<file path="src/rtl/twiddle_gen_pkg.sv">
// Shared types and sizing helpers for the runtime twiddle-factor generator.
// The sequencer and the bit-serial multiplier both import this package.
package twiddle_gen_pkg;

  localparam int DEF_DATA_WIDTH = 64;
  localparam int DEF_ADDR_WIDTH = 12;

  typedef enum logic [1:0] {
    IDLE  = 2'd0,
    WRITE = 2'd1,
    MUL   = 2'd2,
    DONE  = 2'd3
  } state_t;

  // The multiplier consumes one multiplier bit per cycle, so its latency equals the data width.
  function automatic int mul_cycles(input int data_width);
    return data_width;
  endfunction

  function automatic int cnt_bits(input int n);
    return $clog2(n + 1);
  endfunction

endpackage

</file>
<file path="src/rtl/mod_mul_seq.sv">
// Bit-serial interleaved modular multiplier: res = a*b mod q, scanning b MSB first.
// Fixed MUL_CYCLES latency after go; rdy pulses in the final cycle with res valid combinationally.
module mod_mul_seq
  import twiddle_gen_pkg::*;
#(
  parameter int DATA_WIDTH = DEF_DATA_WIDTH
) (
  input  logic                  clk,
  input  logic                  rst,
  input  logic                  go,
  input  logic [DATA_WIDTH-1:0] a,
  input  logic [DATA_WIDTH-1:0] b,
  input  logic [DATA_WIDTH-1:0] q,
  output logic [DATA_WIDTH-1:0] res,
  output logic                  rdy
);

  localparam int MUL_CYCLES = mul_cycles(DATA_WIDTH);
  localparam int CW         = cnt_bits(MUL_CYCLES);

  logic [DATA_WIDTH:0]   acc;
  logic [DATA_WIDTH-1:0] a_q;
  logic [DATA_WIDTH-1:0] b_q;
  logic [DATA_WIDTH-1:0] q_q;
  logic [CW-1:0]         cnt;

  logic [DATA_WIDTH:0]   a_ext;
  logic [DATA_WIDTH:0]   q_ext;
  logic [DATA_WIDTH:0]   dbl;
  logic [DATA_WIDTH:0]   red1;
  logic [DATA_WIDTH:0]   sum;
  logic [DATA_WIDTH:0]   nxt;

  // One interleaved step; the extra accumulator bit keeps 2r and r+a exact since r, a < q.
  always_comb begin
    a_ext = {1'b0, a_q};
    q_ext = {1'b0, q_q};
    dbl   = acc << 1;
    red1  = (dbl >= q_ext) ? (dbl - q_ext) : dbl;
    sum   = b_q[DATA_WIDTH-1] ? (red1 + a_ext) : red1;
    nxt   = (sum >= q_ext) ? (sum - q_ext) : sum;
  end

  always_ff @(posedge clk or posedge rst) begin
    if (rst) begin
      acc <= '0;
      a_q <= '0;
      b_q <= '0;
      q_q <= '0;
      cnt <= '0;
    end else if (go) begin
      acc <= '0;
      a_q <= a;
      b_q <= b;
      q_q <= q;
      cnt <= CW'(MUL_CYCLES);
    end else if (cnt != '0) begin
      acc <= nxt;
      b_q <= b_q << 1;
      cnt <= cnt - 1'b1;
    end
  end

  assign res = nxt[DATA_WIDTH-1:0];
  assign rdy = (cnt == CW'(1));

endmodule

</file>
<file path="src/rtl/twiddle_gen.sv">
// Runtime twiddle generator: writes omega^i mod q for i = 0..count-1 into the twiddle RAM.
// Holds the sequencing FSM, index/current-power registers and the RAM write port.
module twiddle_gen
  import twiddle_gen_pkg::*;
#(
  parameter int DATA_WIDTH = DEF_DATA_WIDTH,
  parameter int ADDR_WIDTH = DEF_ADDR_WIDTH
) (
  input  logic                  clk,
  input  logic                  rst,
  input  logic                  start,
  input  logic [DATA_WIDTH-1:0] omega,
  input  logic [DATA_WIDTH-1:0] modulus,
  input  logic [ADDR_WIDTH:0]   count,
  output logic                  busy,
  output logic                  done,
  output logic                  err,
  output logic                  wr_en,
  output logic [ADDR_WIDTH-1:0] wr_addr,
  output logic [DATA_WIDTH-1:0] wr_data
);

  localparam logic [ADDR_WIDTH:0] MAX_COUNT = {1'b1, {ADDR_WIDTH{1'b0}}};

  state_t                state;
  state_t                nstate;
  logic [DATA_WIDTH-1:0] omega_q;
  logic [DATA_WIDTH-1:0] q_q;
  logic [ADDR_WIDTH:0]   count_q;
  logic [ADDR_WIDTH-1:0] idx;
  logic [DATA_WIDTH-1:0] cur;
  logic                  err_q;

  logic                  params_ok;
  logic                  accept;
  logic                  last;
  logic                  mul_go;
  logic [DATA_WIDTH-1:0] mul_res;
  logic                  mul_rdy;

  assign params_ok = (modulus >= DATA_WIDTH'(2)) && (omega < modulus) &&
                     (count != '0) && (count <= MAX_COUNT);
  assign accept    = (state == IDLE) && start && params_ok;
  assign last      = ({1'b0, idx} == (count_q - 1'b1));
  assign mul_go    = (state == WRITE) && !last;

  mod_mul_seq #(
    .DATA_WIDTH(DATA_WIDTH)
  ) u_mul (
    .clk (clk),
    .rst (rst),
    .go  (mul_go),
    .a   (cur),
    .b   (omega_q),
    .q   (q_q),
    .res (mul_res),
    .rdy (mul_rdy)
  );

  always_ff @(posedge clk or posedge rst) begin
    if (rst) state <= IDLE;
    else     state <= nstate;
  end

  always_comb begin
    nstate = state;
    unique case (state)
      IDLE:  if (accept) nstate = WRITE;
      WRITE: nstate = last ? DONE : MUL;
      MUL:   if (mul_rdy) nstate = WRITE;
      DONE:  nstate = IDLE;
      default: nstate = IDLE;
    endcase
  end

  // Parameters are latched only on an accepted start; a start seen while busy changes nothing.
  always_ff @(posedge clk or posedge rst) begin
    if (rst) begin
      omega_q <= '0;
      q_q     <= '0;
      count_q <= '0;
      idx     <= '0;
      cur     <= '0;
      err_q   <= 1'b0;
    end else begin
      err_q <= (state == IDLE) && start && !params_ok;
      if (accept) begin
        omega_q <= omega;
        q_q     <= modulus;
        count_q <= count;
        cur     <= DATA_WIDTH'(1);
        idx     <= '0;
      end else if ((state == MUL) && mul_rdy) begin
        cur <= mul_res;
        idx <= idx + 1'b1;
      end
    end
  end

  always_comb begin
    busy    = (state != IDLE);
    done    = (state == DONE);
    wr_en   = (state == WRITE);
    err     = err_q;
    wr_addr = idx;
    wr_data = cur;
  end

endmodule

</file>
<file path="config.mk">
export PLATFORM = sky130hd
export DESIGN_NAME = twiddle_gen
export DESIGN_NICKNAME = d
export VERILOG_FILES = /design/src/rtl/twiddle_gen_pkg.sv /design/src/rtl/mod_mul_seq.sv /design/src/rtl/twiddle_gen.sv
export SDC_FILE = /design/constraint.sdc
export NUM_CORES = 2
export LEC_CHECK = 0
export ABC_AREA = 1
export CELL_PAD_IN_SITES_DETAIL_PLACEMENT = 1
export CELL_PAD_IN_SITES_GLOBAL_PLACEMENT = 1
export CORE_MARGIN = 3
export CORE_UTILIZATION = 44
export DETAILED_ROUTE_END_ITERATION = 12
export MAX_ROUTING_LAYER = met4
export PLACE_DENSITY = 0.83
export SYNTH_ARGS = -nofsm -noshare
export SYNTH_HDL_FRONTEND = slang
export SYNTH_HIERARCHICAL = 1
export SYNTH_SLANG_ARGS = --single-unit
</file>
<file path="constraint.sdc">
create_clock -name clk -period 12.9 [get_ports clk]
set_input_delay 2.58 -clock clk [delete_from_list [all_inputs] [get_ports clk]]
set_output_delay 2.58 -clock clk [all_outputs]
set_load 0.01 [all_outputs]
</file>
## Word level (Yosys, flattened, before mapping)

Index checks and enable logic that the tools add are counted.

| word-level totals | value |
|---|---|
| bits in registers | 483 |
| input bits | 144 |
| output and inout port bits | 80 |
| word-level logic and storage cells | 64 |

| operators by class | value |
|---|---|
| add/sub/neg operators | 6 |
| magnitude comparators | 5 |
| eq/ne operators | 7 |
| muxes and demuxes | 17 |
| reductions and logical operators | 17 |

Operators by type and width:

| kind | count |
|---|---|
| $mux W64 | 7 |
| $ge A65 B64 Y1 | 2 |
| $mux W65 | 2 |
| $add A65 B64 Y65 | 1 |
| $sub A65 B64 Y65 | 1 |
| $ge A64 B2 Y1 const B | 1 |
| $lt A64 B64 Y1 | 1 |
| $sub A64 B64 Y64 | 1 |
| $mux W12 | 2 |
| $mux W7 | 2 |
| $eq A12 B13 Y1 | 1 |
| $le A13 B13 Y1 const B | 1 |
| $reduce_bool A13 Y1 | 1 |
| $sub A13 B1 Y13 const B | 1 |
| $add A12 B1 Y12 const B | 1 |
| $logic_and A1 B1 Y1 | 8 |
| $pmux W2 S4 | 1 |
| $eq A7 B1 Y1 const B | 1 |
| $reduce_bool A7 Y1 | 1 |
| $sub A7 B1 Y7 const B | 1 |
| $reduce_bool A2 Y1 | 3 |
| $eq A2 B2 Y1 const B | 2 |
| $mux W2 | 2 |
| $ne A2 B2 Y1 const B | 2 |
| other kinds (5) | 6 |

## Logic depth before layout (Yosys ltp)

| depth | value |
|---|---|
| word-level depth | 8 |
| gate-level depth with buffers | 54 |
| gate-level depth less buffers | 52 |

## Hierarchy

The synthesis kept the hierarchy.

By module, submodules not included:

| module | times used | cells an instance | area each (µm²) |
|---|---|---|---|
| mod_mul_seq | 1 | 4816 | 28562.4 |
| twiddle_gen | 1 | 1499 | 11608.6 |

## Worst setup path before layout

No wires, ideal clock.

| path | value |
|---|---|
| kind | register -> register |
| start | register u_mul.acc[27] |
| end | register cur[1], in the netlist wr_data[1] |
| setup time | 113 ps |
| data arrival time | 5850 ps |
| path slack | 6937 ps |
| stages on the path, launching flop included | 43 |
| buffers on the path | 2 |
| clock period less this slack | 5963 ps |
| path through | dfrtp_1 ha_1 nand2_1 nor2_1 nand2_1 nor2_1 nand3_2 nor2_4 nor2_4 nand2_4 inv_2 buf_2 nor2_1 ha_1 inv_1 fa_1 inv_1 nand3_1 [7 not listed] nand3_1 nand2_1 inv_1 ha_1 nand2_1 nor2_1 inv_1 nor3_1 nor4b_1 a41oi_1 nand4_2 buf_2 nand2_1 and2_1 nand2_1 nand2_1 nand2_1 inv_1 |

| between the ends | value |
|---|---|
| longest elaborated chain between the ends | 8 |

RTL lines:

| element | line | RTL |
|---|---|---|
| start: declaration | mod_mul_seq.sv:21 | `logic [DATA_WIDTH:0] acc;` |
| start signal: assignment | mod_mul_seq.sv:58 | `acc <= nxt;` |
| $sub A65 B64 Y65 / $ge A65 B64 Y1 (equally long branches) | mod_mul_seq.sv:39 | `red1 = (dbl >= q_ext) ? (dbl - q_ext) : dbl;` |
| $mux W65 (*) | mod_mul_seq.sv:39 |  |
| $add A65 B64 Y65 | mod_mul_seq.sv:40 | `sum = b_q[DATA_WIDTH-1] ? (red1 + a_ext) : red1;` |
| $mux W65 (*) | mod_mul_seq.sv:40 |  |
| $ge A65 B64 Y1 / $sub A64 B64 Y64 (equally long branches) | mod_mul_seq.sv:41 | `nxt = (sum >= q_ext) ? (sum - q_ext) : sum;` |
| $mux W64 (*) | mod_mul_seq.sv:41 |  |
| named net mul_res[1] | twiddle_gen.sv:38 | `logic [DATA_WIDTH-1:0] mul_res;` |
| $mux W64 (*) | twiddle_gen.sv:93 | `end else if ((state == MUL) && mul_rdy) begin` |
| $mux W64 (*) | twiddle_gen.sv:87 | `if (accept) begin` |
| end signal: assignment | twiddle_gen.sv:94 | `cur <= mul_res;` |
| end: declaration | twiddle_gen.sv:31 | `logic [DATA_WIDTH-1:0] cur;` |

The timed path passes the listed nets; every way through them passes the cells marked *. The select of a mux whose other input is x is not followed.
A chain may end at the register's enable or synchronous reset.

## Worst setup path in the final report

| path | value |
|---|---|
| start | register u_mul.q_q[17] |
| end | register cur[14], in the netlist wr_data[14] |

| between the ends | value |
|---|---|
| longest elaborated chain between the ends | 8 |

RTL lines:

| element | line | RTL |
|---|---|---|
| start: declaration | mod_mul_seq.sv:24 | `logic [DATA_WIDTH-1:0] q_q;` |
| start signal: assignment | mod_mul_seq.sv:55 | `q_q <= q;` |
| $sub A65 B64 Y65 / $ge A65 B64 Y1 (equally long branches) | mod_mul_seq.sv:39 |  |
| $mux W65 | mod_mul_seq.sv:39 |  |
| $add A65 B64 Y65 | mod_mul_seq.sv:40 |  |
| $mux W65 | mod_mul_seq.sv:40 |  |
| $ge A65 B64 Y1 / $sub A64 B64 Y64 (equally long branches) | mod_mul_seq.sv:41 |  |
| $mux W64 (*) | mod_mul_seq.sv:41 |  |
| named net mul_res[14] | twiddle_gen.sv:38 |  |
| $mux W64 (*) | twiddle_gen.sv:93 |  |
| $mux W64 (*) | twiddle_gen.sv:87 |  |

Marks and branches as above.

==> metrics.yaml <==
grt_pass1_vias: 45682
yosys-top-cells-area: "dfrtp_1, nand2_1, inv_1"
min_from: "q_q[16]"
worst_setup_path_start_kind: "flop"
synth.net_count: 6721
syn2layout_area_growth_pct: 13.2
r2r_start: "u_mul/q_q[17]"
dp_hpwl_um: 159000
grt_max_degree: 123
die_height_um: 308
coreArea_um2: 90300
viasPerCell: 5.85
dr.pass1.iters: 6
finalCritPeriodShare_pct: 87.7
seq_area_um2: 12100
r2r_slack_ps: 1590
yosysTopAreaCellShare_pct: 30.1
critPathRequiredTime_ps: 13540
synth_area_leader_cell: "dfrtp_1"
timing.fmax_mhz: 88.4
holdCritPathClass: "reg2reg"
fp.dieW_um: 308
skew_ps: 38.1
initial_utilization_pct: 44.5
most-common-layout-cells: "nand2_1, inv_1, dfrtp_1"
tns_ps: 0
max_stage_delay_ps: 1030
hold_end: "q_q[16]"
yosysWarnings: 6
drtAntennaViolNets: 0
tightest_slew_ps: 1260
crit_family: "simple AND/OR/NAND/NOR gates"
cp_max_fo: 54
cts_buffers: 59
seq_area_frac_synth_pct: 30.1
reg2reg_to: "wr_data[14]"
worst-path-buf-inv: 7
status: "completed"
first_iter_violations: 4202
nets: 6843
rows: 110
final-setup-viol-count: 0
die-area_um2: 95000
cap_violations: 0
rr_worst_depth: 40
hold_depth: 2
via_count: 44833
cts_sinks: 483
routed_wl_um: 200000
clock_path_buffers: 3
gp_congestion: 1.08
cts_resized: 0
worstSkewPairLatency_ps: 710
crit_top_cell: "nand2_1"
gr-total-overflow: 0
synth-seq-cells: 483
drive_above_1_share_pct: 3.49
antenna_found_initial: 4
wl_per_cell_um: 26.0
cts_hold_buf: 0
crit_type: "reg2reg"
critPathCaptureType: "flop"
clock-root-buffer: "clkbuf_16"
cp_slowest_cell: "a21boi_0"
multi_input_area_um2: 23700
finalHoldViolations: 0
synth_area_um2: 40200
htree_levels: 2
fill_cells: 12133
syn_inst: 6315
min_period_ps: 11310
mostFrequentLayoutCell: "nand2_1"
synth_cell_types: 50
grt_setup_unrepaired: "false"
numPortBuffers: 223
drc_errors: 0
maxSlewHeadroom_pct: 15.3
ios: 224
clk_pin_slew_ps: 60
cts_tree: "done"
postCtsSetupRepairBufs: 0
slew_viol_final: 0
syn_area_per_cell_um2: 6.36
arrival_ps: 11950
grt_usage_pct: 42.7
grt_pass1_wl_um: 293000
## worst max path at each step
stage,start,to,cells after the start
final,u_mul/q_q[17],wr_data[14],40
after global routing,u_mul/q_q[17],wr_data[54],41
after global placement,u_mul/acc[31],wr_data[9],39
after detailed placement,u_mul/acc[31],wr_data[2],39
after CTS,u_mul/q_q[17],wr_data[14],40
after floorplan,rst,u_mul/a_q[0],1
## metrics by stage
stage / std cells / hold WS (ps) / cell area (um2) / util (%) / setup slack, ps
finish: 7665 / 472 / 45500 / 50.4 / 1590
global route: 7665 / 492 / 45500 / 50.4 / 1460
CTS: 7660 / 475 / 45500 / 50.4 / 2460
detailed placement: 7552 / 459 / 43300 / 48.0 / 2520
global placement: 7552 / 453 / 43300 / 48.0 / 2580
floorplan: 6315 / 435 / 40200 / - / 3080
## logic make-up (layout without fill, tap and decap cells)
family / Yosys count / in the layout / share of synthesized area, %
xor+xnor: 136 / 136 / 2.97
other cells: 0 / 5 / 0
buf+inv: 1134 / 1303 / 10.9
fa+ha+maj: 262 / 262 / 8.22
compound gates: 706 / 706 / 9.99
simple gates: 3594 / 3594 / 37.8
flops: 483 / 483 / 30.1
## synthesized netlist by cell type (all sizes together)
master	n
a21boi	6
inv	938
clkinv	3
ha	259
nor4	29
a21oi	281
a211oi	4
and2	55
o22ai	1
o21a	16
nand3b	34
and3	3
a41oi	1
o211a	1
nand3	391
xnor2	65
o21ai	257
buf	79
dfrtp	483
o21bai	31
o211ai	11
clkbuf	114
o2111ai	1
nor3	41
nor4b	1
fa	3
o221ai	61
or2	18
nor2	471
a31oi	17
nand4	202
a21o	18
nand2	2349
xor2	71
## worst reg2reg max path, delay by kind of cell, from the launching register on
| family | cells | cell delay [ps] |
|---|---|---|
| simple gates | 20 | 5260 |
| compound gates | 10 | 3430 |
| buf+inv | 7 | 1200 |
| fa+ha+maj | 3 | 1020 |
| flops | 1 | 340 |
## final cells by class
class,instances,share of cell area (%)
multi-input combinational,4698,52.2
sequential,483,26.6
inverter,941,7.80
timing repair buffer,254,5.47
clock buffer,75,3.60
tap,1176,3.23
clock inverter,33,1.09
antenna,5,0.0275
## per-layer routing
layer  track usage (%)  share of wire, %  vias up
li1                  -                 -    20344
met1              53.6                41    22166
met2              64.7                44     1868
met3              8.95               8.4      455
met4              22.6               6.2        0
met5                 -                 0        -
## sequential cells by signal, indices dropped and copies added, names as in the netlist, 13 cells and up
signal	count
omega_q	64
q_q	64
u_mul/a_q	64
u_mul/acc	64
u_mul/b_q	64
u_mul/q_q	64
wr_data	64
count_q	13
Power is not shown: default switching activity piles up to over one toggle a cycle in this logic, so the estimate is an artifact.
